File: config.mk
export PLATFORM = sky130hd
export DESIGN_NAME = conway_stepper_flat
export DESIGN_NICKNAME = d
export VERILOG_FILES = /design/src/rtl/conway_stepper_if.sv /design/src/rtl/conway_stepper.sv /design/src/flat_wrapper.sv
export SDC_FILE = /design/constraint.sdc
export NUM_CORES = 1
export LEC_CHECK = 0
export ABC_AREA = 0
export BUFFER_PORTS_ARGS = -buffer_cell sky130_fd_sc_hd__clkbuf_2
export CORE_MARGIN = 1
export CORE_UTILIZATION = 35
export DETAILED_ROUTE_END_ITERATION = 8
export PLACE_DENSITY = 0.5
export REMOVE_ABC_BUFFERS = 1
export SETUP_SLACK_MARGIN = 0.15
export SLEW_MARGIN = 20
export SYNTH_ARGS = -nofsm -noshare
export SYNTH_HDL_FRONTEND = slang
export SYNTH_HIERARCHICAL = 1
export SYNTH_SLANG_ARGS = --single-unit
File: constraint.sdc
create_clock -name clk -period 6.3 [get_ports clk]
set_input_delay 1.26 -clock clk [delete_from_list [all_inputs] [get_ports clk]]
set_output_delay 1.26 -clock clk [all_outputs]
set_load 0.01 [all_outputs]
File: src/rtl/conway_stepper_if.sv
// ============================================================================
// Module      : conway_stepper_if
// Description : Control/data bundle between a host and conway_stepper.
// Revision    : 1.0 - initial release
// ============================================================================
`default_nettype none

interface conway_stepper_if #(
    parameter int ROWS = 8,
    parameter int COLS = 8
);
    logic                   load;
    logic [ROWS*COLS-1:0]   load_data;
    logic                   step;
    logic                   busy;
    logic                   done;
    logic [ROWS*COLS-1:0]   board;
    logic [15:0]            generation;

    modport master (
        output load, load_data, step,
        input  busy, done, board, generation
    );

    modport slave (
        input  load, load_data, step,
        output busy, done, board, generation
    );
endinterface

`default_nettype wire

File: src/rtl/conway_stepper.sv
// ============================================================================
// Module      : conway_stepper (with conway_logic)
// Description : Sequential Game of Life engine, one cell per clock through a
//               shared rule block. Macro CONWAY_TORUS_EN selects wrapped edges.
// Revision    : 1.0 - initial release
// ============================================================================
`default_nettype none

module conway_logic (
    input  wire logic [7:0] in,
    input  wire logic       prev_state,
    output logic            next_state
);
    logic [3:0] w_count;

    always_comb begin
        w_count = '0;
        for (int i = 0; i < 8; i++) begin
            w_count = w_count + {3'b000, in[i]};
        end
    end

    assign next_state = (w_count == 4'd3) | (prev_state & (w_count == 4'd2));
endmodule

module conway_stepper #(
    parameter int ROWS = 8,
    parameter int COLS = 8
) (
    input  wire logic        clk,
    input  wire logic        rst,
    conway_stepper_if.slave  bus
);
    localparam int N  = ROWS * COLS;
    localparam int IW = $clog2(N);
    localparam int RW = $clog2(ROWS);
    localparam int CW = $clog2(COLS);

    localparam logic [IW-1:0] C_LAST_IDX = IW'(N - 1);
    localparam logic [RW-1:0] C_LAST_ROW = RW'(ROWS - 1);
    localparam logic [CW-1:0] C_LAST_COL = CW'(COLS - 1);

    typedef enum logic [1:0] {
        S_IDLE   = 2'd0,
        S_SCAN   = 2'd1,
        S_COMMIT = 2'd2
    } state_t;

    state_t          r_state;
    state_t          w_state_nxt;
    logic [N-1:0]    r_board;
    logic [N-1:0]    r_shadow;
    logic [IW-1:0]   r_idx;
    logic [RW-1:0]   r_row;
    logic [CW-1:0]   r_col;
    logic [15:0]     r_gen;
    logic            r_done;

    logic [RW-1:0]   w_rn, w_rs;
    logic [CW-1:0]   w_cw, w_ce;
    logic            w_vn, w_vs, w_vw, w_ve;
    logic [IW-1:0]   w_bn, w_bc, w_bs;
    logic [7:0]      w_nbr;
    logic            w_next;

    always_ff @(posedge clk) begin
        if (rst) begin
            r_state <= S_IDLE;
        end else begin
            r_state <= w_state_nxt;
        end
    end

    always_comb begin
        w_state_nxt = r_state;
        case (r_state)
            S_IDLE:   if (!bus.load && bus.step) w_state_nxt = S_SCAN;
            S_SCAN:   if (r_idx == C_LAST_IDX)   w_state_nxt = S_COMMIT;
            S_COMMIT: w_state_nxt = S_IDLE;
            default:  w_state_nxt = S_IDLE;
        endcase
    end

    // Neighbour coordinates always wrap so every index stays in range; the
    // validity flags decide whether an off-board neighbour counts.
    assign w_rn = (r_row == '0)         ? C_LAST_ROW : r_row - 1'b1;
    assign w_rs = (r_row == C_LAST_ROW) ? '0         : r_row + 1'b1;
    assign w_cw = (r_col == '0)         ? C_LAST_COL : r_col - 1'b1;
    assign w_ce = (r_col == C_LAST_COL) ? '0         : r_col + 1'b1;

`ifdef CONWAY_TORUS_EN
    assign w_vn = 1'b1;
    assign w_vs = 1'b1;
    assign w_vw = 1'b1;
    assign w_ve = 1'b1;
`else
    assign w_vn = (r_row != '0);
    assign w_vs = (r_row != C_LAST_ROW);
    assign w_vw = (r_col != '0);
    assign w_ve = (r_col != C_LAST_COL);
`endif

    assign w_bn = IW'(w_rn  * COLS);
    assign w_bc = IW'(r_row * COLS);
    assign w_bs = IW'(w_rs  * COLS);

    assign w_nbr = {
        w_vn & w_vw & r_board[w_bn + IW'(w_cw)],
        w_vn        & r_board[w_bn + IW'(r_col)],
        w_vn & w_ve & r_board[w_bn + IW'(w_ce)],
        w_vw        & r_board[w_bc + IW'(w_cw)],
        w_ve        & r_board[w_bc + IW'(w_ce)],
        w_vs & w_vw & r_board[w_bs + IW'(w_cw)],
        w_vs        & r_board[w_bs + IW'(r_col)],
        w_vs & w_ve & r_board[w_bs + IW'(w_ce)]
    };

    conway_logic u_logic (
        .in         (w_nbr),
        .prev_state (r_board[r_idx]),
        .next_state (w_next)
    );

    always_ff @(posedge clk) begin
        if (rst) begin
            r_board  <= '0;
            r_shadow <= '0;
            r_idx    <= '0;
            r_row    <= '0;
            r_col    <= '0;
            r_gen    <= '0;
            r_done   <= 1'b0;
        end else begin
            r_done <= 1'b0;
            case (r_state)
                S_IDLE: begin
                    if (bus.load) begin
                        r_board <= bus.load_data;
                        r_gen   <= '0;
                    end else if (bus.step) begin
                        r_idx <= '0;
                        r_row <= '0;
                        r_col <= '0;
                    end
                end
                S_SCAN: begin
                    r_shadow[r_idx] <= w_next;
                    if (r_idx != C_LAST_IDX) begin
                        r_idx <= r_idx + 1'b1;
                        if (r_col == C_LAST_COL) begin
                            r_col <= '0;
                            r_row <= r_row + 1'b1;
                        end else begin
                            r_col <= r_col + 1'b1;
                        end
                    end
                end
                S_COMMIT: begin
                    r_board <= r_shadow;
                    r_gen   <= r_gen + 16'd1;
                    r_done  <= 1'b1;
                end
                default: ;
            endcase
        end
    end

    assign bus.busy       = (r_state != S_IDLE);
    assign bus.done       = r_done;
    assign bus.board      = r_board;
    assign bus.generation = r_gen;
endmodule

`default_nettype wire

File: src/flat_wrapper.sv
// flat-port wrapper written by rule: the top's interface ports become plain ports
module conway_stepper_flat 
#(
    parameter int ROWS = 8,
    parameter int COLS = 8
)
  (clk, rst, bus_load, bus_load_data, bus_step, bus_busy, bus_done, bus_board, bus_generation);
  conway_stepper_if #(.ROWS(ROWS), .COLS(COLS)) bus_i ();
  input  wire logic clk;
  input  wire logic rst;
  input wire logic [$bits(bus_i.load)-1:0] bus_load;
  input wire logic [$bits(bus_i.load_data)-1:0] bus_load_data;
  input wire logic [$bits(bus_i.step)-1:0] bus_step;
  output wire logic [$bits(bus_i.busy)-1:0] bus_busy;
  output wire logic [$bits(bus_i.done)-1:0] bus_done;
  output wire logic [$bits(bus_i.board)-1:0] bus_board;
  output wire logic [$bits(bus_i.generation)-1:0] bus_generation;
  assign bus_i.load = bus_load;
  assign bus_i.load_data = bus_load_data;
  assign bus_i.step = bus_step;
  assign bus_busy = bus_i.busy;
  assign bus_done = bus_i.done;
  assign bus_board = bus_i.board;
  assign bus_generation = bus_i.generation;
  conway_stepper #(.ROWS(ROWS), .COLS(COLS)) u_core (.clk(clk), .rst(rst), .bus(bus_i));
endmodule
==> results.toml, run 1 <==
[status]
outcome = "completed"

[critical_path]
critPathKind = "reg2reg"
slowest_delay_ns = 0.57
critical_path_required_ns = 6.66
crit_family = "adder cells"
slowest_stage = "fa_1"
endpoint_kind = "register"
cp_common_cell = "fa_1"
path_cells = "inv_1 -> ha_2 -> nand2_1 -> a2111oi_1 -> a221oi_1 -> mux4_2 -> a32o_1 -> fa_1 -> fa_1 -> fa_1 -> inv_1 -> fa_1 -> a211oi_4 -> buf_12 -> nand3_1 -> a21oi_1"
crit_buf_inv = 3
worst_setup_path_start_kind = "register"
critical_path_arrival_ns = 6.20
cp_max_fo = 64

[final_layout]
antenna_cells = 0
syn2layout_area_growth_pct = 14.75
nNetsFinal = 1593
final_layout_size_suffix_gt1_share_pct = 18.87

[yosys]
ys_warn_count = 6
synth_ff_type = "dfxtp_1"
synth_edf_count = 0
yosys.area.top_type = "dfxtp_1"
syn_area_sq_um = 10630
synth_top_area_share_pct = 29.95
synth-seq-cells = 159
yosysSeqAreaShare_pct = 29.95
synthDistinctLibCells = 79
synthArstFlopShare_pct = 0
synth_area_per_cell_sq_um = 7.447
synth_area_leaders = "dfxtp_1, nor2_1, a21oi_1"
synthCells = 1427

[placement]
gp_congestion = 0.9573
pre_cts_ws_ns = 0.3220
portBuffers = 149
dp_hpwl_mm = 27.40

[drt]
via_per_inst = 5.703
drc_errors = 0
wl_mm = 39.28
drtIter0Drc = 1119
vias = 10898
drt_first_pass_iters = 8
drtAntennaViolNets = 0
wire_per_inst_um = 20.56

[sta]
fmax_mhz = 171.4
setup_ws_ns = 0.4663
final_hold_viol_count = 0
clock_skew_ns = 0.01347
slew_violations = 0
setup_violations = 0
slew_headroom_pct = 32.03
tightest_slew_ns = 1.017
rsz0062_at_grt = "no"
period_minus_slack_ns = 5.834
period_share_pct = 92.60

[die]
die-width_um = 176.2
coreArea_sq_um = 29720
die_h_um = 176.2
ios = 150
die-area_sq_um = 31060
initial_core_util_pct = 35.76
rows = 63

[clock_network]
cts.htree.levels = 4
cts.sinks = 159
cts.repair.resized = 0
cts_hold_buf = 0
clk_latency_ns = 0.44
clk_pin_slew_worst_paths_ns = 0.07
cts-buffers-inserted = 17
cts_buffer_depth = 2
cts_tree = "done"
cts_root_buf = "clkbuf_16"
cts_setup_buffers = 0

[global_route]
antenna_found_initial = 0
grt_usage_pct = 25.11
grt_pass1_vias = 9811
globalRoute.totalOverflow = 0
grt_max_degree = 93
grt_pass1_wl_mm = 59.95

[worst_hold_path]
worstHoldPathType = "reg2reg"

[power_and_ir_drop]
power_density_nw_per_um2 = 251.9
power.total_mw = 3.072
vdd_drop_max_mv = 0.1327
p_leak_nw = 4.944

[flow_run]
maxCapViolations = 0
metal layers:
| layer | GRT usage [%] | vias to the layer above | share of wire [%] |
|---|---|---|---|
| li1 | - | 5158 | - |
| met1 | 36.81 | 5306 | 48 |
| met2 | 38.24 | 391 | 45 |
| met3 | 3.424 | 43 | 5.6 |
| met4 | 6.703 | 0 | 1.6 |
| met5 | 0 | - | 0 |
cells by family after synthesis:
family | share of synthesized area [%]
AND/OR/NAND/NOR | 28.97
multiplexers | 13.12
adder cells (fa/ha/maj) | 2.284
flip-flops | 29.95
AO/OA/AOI/OAI | 18.33
buffers and inverters | 5.946
XOR/XNOR | 1.401
cell usage in the layout, fill, tap and decap left out, drive strengths merged, types with 29 or more instances in the layout:
master  count
nand3      35
a21oi     150
nor3       72
nor2b      72
mux4       30
dfxtp     159
inv        29
mux2i      47
buf        33
o21ai      69
clkbuf    167
nor2      308
nand2     113
metrics by stage:
stage	setup TNS, ns	instance area (sq um)	cells	util [%]	hold WS [ns]
6_report	0	12190	1911	41.03	0.4593
5_1_grt	0	12190	1911	41.03	0.4831
3_3_place_gp	0	11610	1879	39.07	0.4459
3_5_place_dp	0	11610	1879	39.07	0.4496
2_1_floorplan	-165.79	10080	1308	-	0.4306
4_1_cts	0	12180	1911	41.00	0.4583
cells in the mapped netlist, drive strengths merged, types with 3 or more instances:
cell     instances
nor2           308
dfxtp          159
a21oi          150
nand2          113
nor2b           72
nor3            72
clkbuf          71
o21ai           69
buf             48
mux2i           47
nand3           35
mux4            30
inv             22
mux2            22
o22ai           18
nand2b          16
a221oi          14
xor2            14
ha              13
a22oi           10
nand4            9
and3             8
a211oi           7
and2             7
nor3b            7
o221ai           7
or3              6
a2bb2oi          4
a31oi            4
fa               4
nand3b           4
or2              4
a221o            3
a22o             3
a32o             3
nor4             3
o311ai           3
xnor2            3
worst paths after layout:
check | from | to | slack (ns) | cells after the start
max | u_core/r_col[1] | u_core/r_shadow[8] | 0.47 | 16
max reg2reg | u_core/r_col[1] | u_core/r_shadow[8] | 0.47 | 16
min | u_core/r_shadow[0] | u_core/r_shadow[0] | 0.46 | 2
min reg2reg | u_core/r_shadow[0] | u_core/r_shadow[0] | 0.46 | 2
tightest hold or removal path, cell delays in order, from the launching register on:
cell     delay, ns
dfxtp_1       0.31
nand2_1       0.05
a21oi_1       0.05
cell type report:
cell class | count | area, sq um
tap | 390 | 488.0
sequential | 159 | 3189
timing repair buffer | 181 | 1001
clock inverter | 13 | 128.9
multi-input combinational | 1126 | 6858
clock buffer | 19 | 442.9
inverter | 23 | 86.33
fill | 3160 | 17520
report_power, final:
group	switching, mW	internal [mW]
logic	0.549	0.350
clock network	0.468	0.565
registers	0.0977	1.04
total	1.11	1.96
registers in the layout, indices dropped and copies added, names as in the netlist:
signal and cells:
u_core/r_row 3, u_core/r_col 3, u_core/r_idx 6, u_core/bus.done 1
u_core/bus.generation 16, u_core/r_state 2, u_core/bus.board 64, u_core/r_shadow 64
No activity file was read; power rests on OpenSTA's default activity.
==> run 2, diff against run 1 <==
- ABC_CLOCK_PERIOD_IN_PS: not set -> 6300
- CELL_PAD_IN_SITES_DETAIL_PLACEMENT: not set -> 1
- CELL_PAD_IN_SITES_GLOBAL_PLACEMENT: not set -> 1
- PLACE_DENSITY: 0.5 -> 0.66
==> results.toml, run 2 (synthesis results as in run 1) <==
[status]
outcome = "completed"

[drt]
vias = 11068
wire_per_inst_um = 21.68
drtAntennaViolNets = 0
drtIter0Drc = 760
wl_mm = 41.40
via_per_inst = 5.795
drc_errors = 0
drt_first_pass_iters = 6

[clock_network]
cts_tree = "done"
cts.htree.levels = 4
cts_setup_buffers = 0
cts_hold_buf = 0
clk_latency_ns = 0.44
clk_pin_slew_worst_paths_ns = 0.07
cts_buffer_depth = 2
cts-buffers-inserted = 17
cts.sinks = 159
cts_root_buf = "clkbuf_16"
cts.repair.resized = 0

[placement]
portBuffers = 149
gp_congestion = 0.9080
dp_hpwl_mm = 29.17
pre_cts_ws_ns = 0.3876
placed_area_sq_um = 11600

[sta]
clock_skew_ns = 0.01325
period_minus_slack_ns = 5.796
fin_hold_ws_ns = 0.4614
rsz0062_at_grt = "no"
slew_violations = 0
slew_headroom_pct = 32.58
fmax_mhz = 172.5
period_share_pct = 92.00
setup_ws_ns = 0.5038
tightest_slew_ns = 1.004
final_hold_viol_count = 0
setup_violations = 0

[die]
die-width_um = 176.2
die-area_sq_um = 31060
coreArea_sq_um = 29720
initial_core_util_pct = 35.76
rows = 63
die_h_um = 176.2
ios = 150

[final_layout]
final_layout_size_suffix_gt1_share_pct = 18.63
final_util_pct = 41.14
final_cell_mix = "nor2_1, dfxtp_1, a21oi_1"
design_area_sq_um = 12220
nNetsFinal = 1592
syn2layout_area_growth_pct = 15.04
layout_commonest_cell = "nor2_1"

[power_and_ir_drop]
power.total_mw = 3.149
power_density_nw_per_um2 = 257.6
p_comb_share_pct = 28.8
swShare_pct = 35.39
vdd_drop_max_mv = 0.1915
seqPwrFrac_pct = 36.2
clock_power_share_pct = 35.0
p_sw_mw = 1.114
p_leak_nw = 4.959
p_int_mw = 2.034

[critical_path]
cp-startpoint = "u_core/r_col[0]"
r2r_cells = 19
endpoint_kind = "register"
r2r_start = "u_core/r_col[0]"
cp_max_fo = 64
worst_setup_path_start_kind = "register"
r2r_setup_slack_ns = 0.50
critPathKind = "reg2reg"
critical_path_arrival_ns = 6.15
r2r-end = "u_core/r_shadow[0]"
critical_path_required_ns = 6.66
crit_end = "u_core/r_shadow[0]"

[worst_hold_path]
worstHoldPathType = "reg2reg"

[global_route]
grt_pass1_wl_mm = 63.75
grt_pass1_vias = 10763
antenna_found_initial = 1
grt_max_degree = 95
grt_usage_pct = 26.79
globalRoute.totalOverflow = 0

[flow_run]
maxCapViolations = 0
-- run 2: power by group through the flow --
stage               Clock (mW)  Sequential, mW  Combinational, mW
CTS                       1.12            1.14              0.915
global placement             0            1.16              0.895
finish                    1.10            1.14              0.908
floorplan                    0            1.15              0.519
detailed placement           0            1.16              0.910
global route              1.16            1.14              0.990
-- run 2: through the flow --
stage	std cells	setup TNS (ns)
2_1_floorplan	1308	-165.79
3_3_place_gp	1878	0
3_5_place_dp	1878	0
4_1_cts	1909	0
5_1_grt	1909	0
6_report	1910	0
-- run 2: area by class of cell --
type,instances,area [sq um]
Inverter,23,86.33
Clock buffer,21,491.7
Sequential cell,159,3189
Multi-Input combinational cell,1126,6844
Antenna cell,1,2.502
Clock inverter,10,125.1
Fill cell,3688,17490
Timing Repair Buffer,180,997.2
Tap cell,390,488.0
-- run 2: worst min-delay path by stage --
stage / start / endpoint / slack (ns) / cells past startpoint
finish: u_core/r_shadow[8] / u_core/r_shadow[8] / 0.46 / 2
global placement: u_core/r_shadow[52] / u_core/r_shadow[52] / 0.44 / 2
floorplan: u_core/r_shadow[0] / u_core/r_shadow[0] / 0.43 / 2
CTS: u_core/r_shadow[20] / u_core/r_shadow[20] / 0.46 / 2
detailed placement: u_core/r_shadow[20] / u_core/r_shadow[20] / 0.45 / 2
global route: u_core/r_shadow[20] / u_core/r_shadow[20] / 0.48 / 2
-- run 2: routing by layer --
| metal | vias to the layer above | global-route usage (%) | wire [um] |
|---|---|---|---|
| li1 | 5152 | - | - |
| met1 | 5501 | 37.00 | 18820 |
| met2 | 364 | 42.70 | 19250 |
| met3 | 51 | 3.898 | 2387 |
| met4 | 0 | 8.587 | 949 |
| met5 | - | 0 | 0 |
-- run 2: worst max-delay path: stages, from the launching register on --
cell      delay, ns
dfxtp_2        0.36
inv_2          0.04
ha_1           0.57
buf_4          0.30
mux2_1         0.18
a32o_1         0.13
nor3b_1        0.05
a211oi_1       0.39
inv_1          0.10
mux4_2         0.48
a211oi_2       0.30
fa_1           0.48
fa_1           0.48
fa_1           0.39
inv_1          0.08
fa_1           0.45
a211oi_4       0.28
buf_12         0.28
nand3_1        0.11
a21oi_1        0.16
==> run 3, diff against run 2 <==
- CORE_ASPECT_RATIO: not set -> 1.75
- HOLD_SLACK_MARGIN: not set -> 0.02
==> results.toml, run 3 (synthesis results as in run 1) <==
[critical_path]
cp_max_fo = 64
critPathKind = "reg2reg"
endpoint_kind = "register"
critical_path_required_ns = 6.66
worst_setup_path_start_kind = "register"
critical_path_arrival_ns = 6.26

[clock_network]
cts_setup_buffers = 0
cts.htree.levels = 4
cts-buffers-inserted = 17
cts_buffer_depth = 2
clk_latency_ns = 0.44
clk_pin_slew_worst_paths_ns = 0.07
cts.repair.resized = 0
cts.sinks = 159
cts_tree = "done"
cts_root_buf = "clkbuf_16"
cts_hold_buf = 0

[sta]
final_hold_viol_count = 0
fmax_mhz = 169.7
fin_tns_setup_ns = 0
tightest_slew_ns = 0.9296
slew_violations = 0
setup_violations = 0
period_share_pct = 93.54
fin_hold_ws_ns = 0.4634
slew_headroom_pct = 38.02
rsz0062_at_grt = "no"
period_minus_slack_ns = 5.893
clock_skew_ns = 0.01043

[power_and_ir_drop]
swShare_pct = 35.35
clock_power_share_pct = 34.4
p_leak_nw = 4.986
p_int_mw = 2.052
power_density_nw_per_um2 = 258.9
power.total_mw = 3.174
p_sw_mw = 1.122
vdd_drop_max_mv = 0.1934
p_comb_share_pct = 29.3
seqPwrFrac_pct = 36.3

[drt]
drtIter0Drc = 774
drc_errors = 1
wl_mm = 44.49
drt_first_pass_iters = 7
wire_per_inst_um = 23.26
drtAntennaViolNets = 0
via_per_inst = 5.827
vias = 11148

[status]
outcome = "complete, but fails checks"
violations = "design-rule violations"

[placement]
gp_congestion = 0.9822
placed_cells_incl_taps = 1883
dp_hpwl_mm = 32.85
placed_area_sq_um = 11650
portBuffers = 149

[global_route]
globalRoute.totalOverflow = 0
grt_pass1_wl_mm = 68.25
grt_usage_pct = 29.06
grt_pass1_vias = 11468
antenna_found_initial = 0
grt_max_degree = 84

[flow_run]
maxCapViolations = 0

[die]
die_h_um = 232.5
die-area_sq_um = 31090
ios = 150
die-width_um = 133.7
initial_core_util_pct = 35.48
coreArea_sq_um = 29950
rows = 84

[final_layout]
antenna_cells = 0
design_area_sq_um = 12260
final_layout_size_suffix_gt1_share_pct = 18.87
syn2layout_area_growth_pct = 15.35
final_cell_mix = "nor2_1, dfxtp_1, a21oi_1"
nNetsFinal = 1600
layout_commonest_cell = "nor2_1"
stdcell_count = 1913

[worst_hold_path]
worstHoldPathType = "reg2reg"
[run 3: cell count changes in the layout (fill, tap and decap cells not counted), sizes merged]
| cell | change |
|---|---|
| clkinv | -3 |
| diode | -1 |
| bufinv | +1 |
| inv | -1 |
| buf | +8 |
| clkinvlp | +2 |
[run 3: power by group through the flow]
stage / Clock, mW / Sequential [mW] / Combinational (mW)
6_report: 1.09 / 1.15 / 0.931
5_1_grt: 1.15 / 1.16 / 1.00
4_1_cts: 1.12 / 1.15 / 0.924
3_5_place_dp: 0 / 1.17 / 0.923
3_3_place_gp: 0 / 1.17 / 0.909
2_1_floorplan: 0 / 1.15 / 0.519
[run 3: per-stage QoR]
step | utilization, % | worst slack (ns)
after floorplan | - | -2.634
after global placement | 38.91 | 0.4803
after detailed placement | 38.91 | 0.4352
after CTS | 40.92 | 0.4121
after global routing | 40.92 | 0.1942
final | 40.92 | 0.4069
[run 3: worst paths after layout]
| check | from | to | slack, ns | cells after the start |
|---|---|---|---|---|
| worst max-delay path | u_core/r_col[1] | u_core/r_shadow[8] | 0.41 | 21 |
| worst min-delay path | u_core/r_shadow[16] | u_core/r_shadow[16] | 0.46 | 2 |
| worst max register to register | u_core/r_col[1] | u_core/r_shadow[8] | 0.41 | 21 |
| worst min register to register | u_core/r_shadow[16] | u_core/r_shadow[16] | 0.46 | 2 |
[run 3: cell type report]
type	instances	area [sq um]
Sequential cell	159	3189
Multi-Input combinational cell	1126	6842
Clock buffer	21	470.5
Timing Repair Buffer	188	1054
Fill cell	3753	17700
Inverter	23	86.33
Tap cell	387	484.2
Clock inverter	9	132.6
[run 3: worst max-delay path: stages (launching register included)]
cell and delay [ns]:
dfxtp_1 0.31, buf_4 0.21, ha_1 0.21, ha_1 0.23, buf_4 0.19, nor2_2 0.24, a32o_1 0.20, nor3b_1 0.06
a211oi_1 0.39, buf_4 0.20, inv_1 0.04, mux4_2 0.45, a211oi_2 0.27, fa_1 0.47, fa_1 0.48, fa_1 0.40
inv_1 0.08, fa_1 0.46, a211oi_4 0.27, buf_12 0.30, nand3_1 0.13, a21oi_1 0.16
[run 3: metal layers]
metal  vias to the layer above  routed length, um  GRT usage [%]
met1                      5591              17030          31.64
met3                       104               1584          4.139
met2                       294              23690          52.96
met5                         -                  0              0
met4                         0               2188          16.76
li1                       5159                  -              -
